`config.mk`:
```
export PLATFORM = sky130hd
export DESIGN_NAME = keccak_sponge_ctrl
export DESIGN_NICKNAME = d
export VERILOG_FILES = /design/src/rtl/keccak_sponge_ctrl.sv
export SDC_FILE = /design/constraint.sdc
export NUM_CORES = 2
export LEC_CHECK = 0
export ABC_AREA = 1
export CAP_MARGIN = 10
export CORE_AREA = 3 3 645 647
export CTS_BUF_LIST = sky130_fd_sc_hd__clkbuf_16
export CTS_CLUSTER_DIAMETER = 200
export DETAILED_ROUTE_END_ITERATION = 6
export DIE_AREA = 0 0 648 650
export HOLD_SLACK_MARGIN = 0.12
export SETUP_SLACK_MARGIN = 0.1
export SLEW_MARGIN = 20
export SYNTH_ARGS = -nofsm -noshare
export SYNTH_HDL_FRONTEND = slang
export SYNTH_SLANG_ARGS = --single-unit
```
`constraint.sdc`:
```
create_clock -name clk -period 2.9 [get_ports clk]
set_input_delay 0.87 -clock clk [delete_from_list [all_inputs] [get_ports clk]]
set_output_delay 0.87 -clock clk [all_outputs]
set_load 0.005 [all_outputs]
```
`src/rtl/keccak_sponge_ctrl.sv`:
```
`default_nettype none
// ============================================================================
//  Module      : keccak_sponge_ctrl
//  Description : Sponge-mode controller for a Keccak permutation core. Packs
//                input words into a rate-sized block, applies SHA-3 padding
//                (0x06 ... 0x80), sequences absorb/final permutations and
//                returns the digest over a valid/ready handshake.
//  Revision    : 1.0 - initial release
// ============================================================================
module keccak_sponge_ctrl #(
   parameter int L = 6,    // lane-size exponent, b = 25*2^L
   parameter int D = 112,  // digest width in bits, c = 2*D
   parameter int W = 32    // input word width
) (
   input  logic                          clk,
   input  logic                          reset,
   input  logic                          in_valid,
   output logic                          in_ready,
   input  logic [W-1:0]                  in_data,
   input  logic                          in_last,
   input  logic [$clog2(W/8+1)-1:0]      in_nbytes,
   output logic                          core_enable,
   output logic                          core_reset,
   output logic [(25 << L)-2*D-1:0]      core_message,
   input  logic [D-1:0]                  core_digest,
   output logic                          out_valid,
   input  logic                          out_ready,
   output logic [D-1:0]                  out_digest,
   output logic                          busy
);

   localparam int c_b      = 25 << L;
   localparam int c_r      = c_b - 2*D;
   localparam int c_rw     = c_r / W;
   localparam int c_nb     = W / 8;
   localparam int c_nbw    = $clog2(c_nb + 1);
   localparam int c_rbytes = c_r / 8;
   localparam int c_wcw    = (c_rw > 1) ? $clog2(c_rw) : 1;
   localparam int c_biw    = $clog2(c_rbytes + 1);

   localparam logic [2:0] c_st_fill   = 3'd0;
   localparam logic [2:0] c_st_absorb = 3'd1;
   localparam logic [2:0] c_st_final  = 3'd2;
   localparam logic [2:0] c_st_done   = 3'd3;
   localparam logic [2:0] c_st_clear  = 3'd4;

   localparam logic [c_wcw-1:0] c_wc_last  = c_wcw'(c_rw - 1);
   localparam logic [c_nbw-1:0] c_nb_full  = c_nbw'(c_nb);
   // Block holding only padding: domain bits 0x06 in byte 0, 0x80 in the last byte.
   localparam logic [c_r-1:0]   c_pad_block = {8'h80, {(c_r-16){1'b0}}, 8'h06};

   logic [2:0]        r_state;
   logic [c_wcw-1:0]  r_wc;
   logic [c_r-1:0]    r_buf;
   logic              r_pad_pending;
   logic [D-1:0]      r_out_digest;

   logic              w_accept;
   logic [c_nbw-1:0]  w_nb;
   logic              w_full_last;
   logic [c_biw-1:0]  w_base;
   logic [c_biw-1:0]  w_end;
   logic [c_r-1:0]    w_word_buf;
   logic [c_r-1:0]    w_last_buf;

   assign in_ready     = reset & (r_state == c_st_fill);
   assign w_accept     = in_valid & in_ready;
   assign core_enable  = (r_state == c_st_absorb) | (r_state == c_st_final);
   assign core_reset   = ~reset | (r_state == c_st_clear);
   assign core_message = r_buf;
   assign out_valid    = (r_state == c_st_done);
   assign out_digest   = r_out_digest;
   assign busy         = ~((r_state == c_st_fill) && (r_wc == '0));

   // Byte counts above a full word are treated as a full word.
   assign w_nb        = (in_nbytes > c_nb_full) ? c_nb_full : in_nbytes;
   // Final word fills the block exactly: padding needs a block of its own.
   assign w_full_last = (r_wc == c_wc_last) && (w_nb == c_nb_full);
   // Byte offset of the current word and of the first byte past the message.
   assign w_base      = c_biw'(r_wc) * c_biw'(c_nb);
   assign w_end       = w_base + c_biw'(w_nb);

   // Plain word write: only word wc of the buffer is replaced.
   for (genvar j = 0; j < c_rw; j++) begin : g_word
      assign w_word_buf[W*j +: W] = (r_wc == c_wcw'(j)) ? in_data : r_buf[W*j +: W];
   end

   // Final-word write with in-block padding, built byte by byte.
   for (genvar k = 0; k < c_rbytes; k++) begin : g_byte
      localparam logic [c_biw-1:0] c_k    = c_biw'(k);
      localparam logic [7:0]       c_tail = (k == c_rbytes - 1) ? 8'h80 : 8'h00;
      logic [7:0] w_data;

      // Keep earlier words, take valid bytes of this word, zero everything after.
      always_comb begin
         if (c_k < w_base)
            w_data = r_buf[8*k +: 8];
         else if (c_k < w_end)
            w_data = in_data[8*(k % c_nb) +: 8];
         else
            w_data = 8'h00;
      end

      assign w_last_buf[8*k +: 8] = w_data ^ ((c_k == w_end) ? 8'h06 : 8'h00) ^ c_tail;
   end

   // Sponge sequencing: fill block, absorb, pad/final, hold digest, clear core.
   always_ff @(posedge clk or negedge reset) begin
      if (!reset) begin
         r_state       <= c_st_fill;
         r_wc          <= '0;
         r_buf         <= '0;
         r_pad_pending <= 1'b0;
         r_out_digest  <= '0;
      end else begin
         case (r_state)
            c_st_fill: begin
               if (w_accept) begin
                  if (in_last && w_full_last) begin
                     r_buf         <= w_word_buf;
                     r_pad_pending <= 1'b1;
                     r_wc          <= '0;
                     r_state       <= c_st_absorb;
                  end else if (in_last) begin
                     r_buf   <= w_last_buf;
                     r_wc    <= '0;
                     r_state <= c_st_final;
                  end else begin
                     r_buf <= w_word_buf;
                     if (r_wc == c_wc_last) begin
                        r_wc    <= '0;
                        r_state <= c_st_absorb;
                     end else begin
                        r_wc <= r_wc + 1'b1;
                     end
                  end
               end
            end
            c_st_absorb: begin
               if (r_pad_pending) begin
                  r_buf         <= c_pad_block;
                  r_pad_pending <= 1'b0;
                  r_state       <= c_st_final;
               end else begin
                  r_buf   <= '0;
                  r_state <= c_st_fill;
               end
            end
            c_st_final: begin
               r_out_digest <= core_digest;
               r_state      <= c_st_done;
            end
            c_st_done: begin
               if (out_ready)
                  r_state <= c_st_clear;
            end
            c_st_clear: begin
               r_buf   <= '0;
               r_wc    <= '0;
               r_state <= c_st_fill;
            end
            default: begin
               r_buf         <= '0;
               r_wc          <= '0;
               r_pad_pending <= 1'b0;
               r_state       <= c_st_fill;
            end
         endcase
      end
   end

endmodule
`default_nettype wire

```
==> run_results.csv <==
group,metric,value,unit
placement,postPlaceCellArea,126000,sq um
synth,yosys_warnings,0,
global_route,grtUsageMet3,0.104,
synth,synth_largest_area_cell,"dfrtp_1",
setup_path,r2r_cells,16,
synth,ys_ff_latch,1498,
die,start_util,0.214,
pwr,power.share.clock,0.206,
synth,yosys-top-cells-area,"dfrtp_1 43%, nand2_1 20%, o21ai_0 8.5%",
pwr,switching_share,0.477,
pwr,power.density,868,nW/um^2
pwr,internal_power,0.0618,W
synth,yosysTopAreaCellShare,0.427,
die,die_h,650,um
sta,drv_slew,0,
detailed_routing,drt-pass1-iter-count,7,
sta,skew,102,ps
cts,insertion_delay,970,ps
global_route,top_usage_layer,"met2",
placement,pre_cts_ws,-1800,ps
global_route,track_usage,0.346,
setup_path,crit_arrival,2250,ps
sta,post-route-period-util,1.08,
global_route,grt_pass1_vias,102000,
die,fp.dieW,648,um
global_route,grt_antenna_before_repair,115,
sta,rsz0062_at_grt,"yes",
global_route,grt_use_met2,0.520,
detailed_routing,drt_iter0_drc,16700,
die,coreArea,410000,sq um
cts,clock_sinks,1498,
sta,worstMarginPinSlew,1050,ps
setup_path,worstSetupPathType,"reg -> out",
status,violations,"design-rule violations, negative setup slack",
min_path,worst_hold_path_type,"in -> async",
sta,min_period,3120,ps
setup_path,crit_path_end_kind,"output port",
detailed_routing,routed_wirelength,761000,um
pwr,seq_power_share,0.257,
sta,tns,-294,ps
status,status,"complete, but fails checks",
cts,cts-buffers-inserted,192,
placement,routabilityCongestion,1.13,
cells_and_area,drive_above_1_share,0.197,
run,maxCapViolCount,0,
synth,synth_top_flop_cell,"dfrtp_1",
setup_path,required,2030,ps
sta,finalHoldViolCount,0,
sta,timing.fmax,320,MHz
sta,whs,317,ps
detailed_routing,wl_per_cell,36.0,um
pwr,p_leak,65.1,nW
setup_path,worstReg2RegStart,"r_wc[0]",
placement,place.port_buffers,1644,
synth,async_flop_share,1.00,
global_route,grt_remaining_overflow,0,
setup_path,start_kind,"flop",
detailed_routing,vias_per_cell,5.30,
synth,syn_area,87800,sq um
synth,syn_nets,12800,
pwr,p_sw,0.0562,W
global_route,grt_first_pass_wirelength,982000,um
cells_and_area,instances_no_fill,21100,
die,fp.dieArea,421000,sq um
setup_path,crit_path_end,"busy",
sta,relSlewSlack,0.298,
cells_and_area,final_nets,15700,
global_route,grt_max_degree,166,
sta,worst_slack,-223,ps
detailed_routing,ant_nets,0,
sta,setup_viol,3,
synth,synth_common_cells,"4764 x nand2_1, 1498 x dfrtp_1, 1489 x o21ai_0",
cts,cts-root-buf,"clkbuf_16",
setup_path,r2r_slack,50,ps
cells_and_area,area_growth,54.8,%
die,rows,235,
pwr,ir_drop,0.000716,V
cts,path_clk_slew,70,ps
pwr,comb_power_share,0.537,
synth,synth_edf_count,0,
setup_path,worstSetupStartpoint,"r_wc[1]",
cts,clockBufferDepth,4,
detailed_routing,vias,112000,
global_route,use_met1,0.398,
synth,syn_avg_cell_area,6.92,sq um
synth,netlist_instances,12700,
placement,dp.cells,20600,
die,io_pins,1645,
cells_and_area,final_cell_area,136000,sq um
placement,dpl.hpwl,597000,um
cts,tritoncts,"yes",
setup_path,worstPathMaxFanout,2,
detailed_routing,drc,12,
synth,yosysSeqAreaShare,0.427,
synth,yosysMostFrequentCell,"nand2_1",
cts,htree_levels,4,
synth,post_synth_num_cell_types,53,
setup_path,rr_endpoint,"core_message[358]",
## metal layers
metal	routed length, um	part of all wire
met1	267000	0.35
met2	324000	0.43
met3	86500	0.11
met4	82700	0.11
met5	309	0.00041
## logic make-up after synthesis
family | after synthesis | share of synthesized area
XOR/XNOR | 5 | 0.000499
buffers and inverters | 1702 | 0.0761
AND/OR/NAND/NOR | 6338 | 0.288
flip-flops | 1498 | 0.427
adder cells (fa/ha/maj) | 6 | 0.000855
AO/OA/AOI/OAI | 3023 | 0.193
multiplexers | 112 | 0.0144
## critical path, stage by stage (launching register included)
cell and delay [ps]:
dfrtp_2 410, buf_6 120, clkinv_4 40, ha_4 160, inv_4 50, nor2_4 130
nand2_4 80, nor2_4 90, inv_2 50, buf_6 140
## power by group through the flow
stage	Sequential, W	Combinational (W)	Clock, W
global placement	0.0305	0.0605	0
detailed placement	0.0306	0.0606	0
global route	0.0308	0.0651	0.0252
CTS	0.0302	0.0613	0.0244
finish	0.0303	0.0634	0.0243
floorplan	0.0295	0.0189	0
## layout by cell type (no fill, tap or decap), types with 119 or more instances in the layout
| cell | synthesis | final |
|---|---|---|
| a21oi_1 | 531 | 496 |
| buf_12 | 0 | 445 |
| buf_4 | 19 | 1286 |
| clkbuf_16 | 0 | 195 |
| clkdlybuf4s50_1 | 0 | 736 |
| dfrtp_1 | 1498 | 1426 |
| dlygate4sd2_1 | 0 | 700 |
| inv_1 | 776 | 747 |
| nand2_1 | 4764 | 4563 |
| nand2_2 | 11 | 154 |
| nand3_1 | 883 | 859 |
| nor2_1 | 536 | 367 |
| o21ai_0 | 1489 | 1394 |
| o21ai_1 | 73 | 119 |
| o22ai_1 | 569 | 550 |
## timing repair
action | 4_1_cts | 5_1_grt
pin swaps | 42 | 96
endpoints found under the hold margin | 31 | 0
gates resized for setup | 1332 | 618
gates cloned | 4 | 5
buffers inserted | 91 | 37
hold buffers | 1 | 0
endpoints found under the setup margin | 2386 | 1243
## layout make-up
type	count	area, sq um
clock inverters	152	1130
clock buffers	192	4800
inverters	848	3320
diodes	51	128
fillers	43600	274000
well taps	5451	6820
multi-input cells	9485	46500
flip-flops and latches	1498	37600
repair buffers	3469	35600
## stage by stage
stage	utilization	total power, W
2_1_floorplan	-	0.0484
3_3_place_gp	0.307	0.0910
3_5_place_dp	0.307	0.0913
4_1_cts	0.326	0.116
5_1_grt	0.331	0.121
6_report	0.331	0.118
## sequential cells by signal, summed over array words and instances (netlist names)
register and count:
r_wc 6, r_state 3, out_digest 112, core_message 1376, r_pad_pending 1
## how the worst min path moves through the flow
stage / cells past startpoint / startpoint / slack [ps] / end
4_1_cts: 3 / in_data[15] / 320 / core_message[111]
6_report: 3 / reset / 320 / core_message[1096]
2_1_floorplan: 2 / core_message[1012] / 470 / core_message[1012]
3_5_place_dp: 2 / core_message[317] / 470 / core_message[317]
3_3_place_gp: 2 / core_message[37] / 460 / core_message[37]
5_1_grt: 3 / reset / 350 / core_message[1096]
Power figures use the tool's default switching activity.
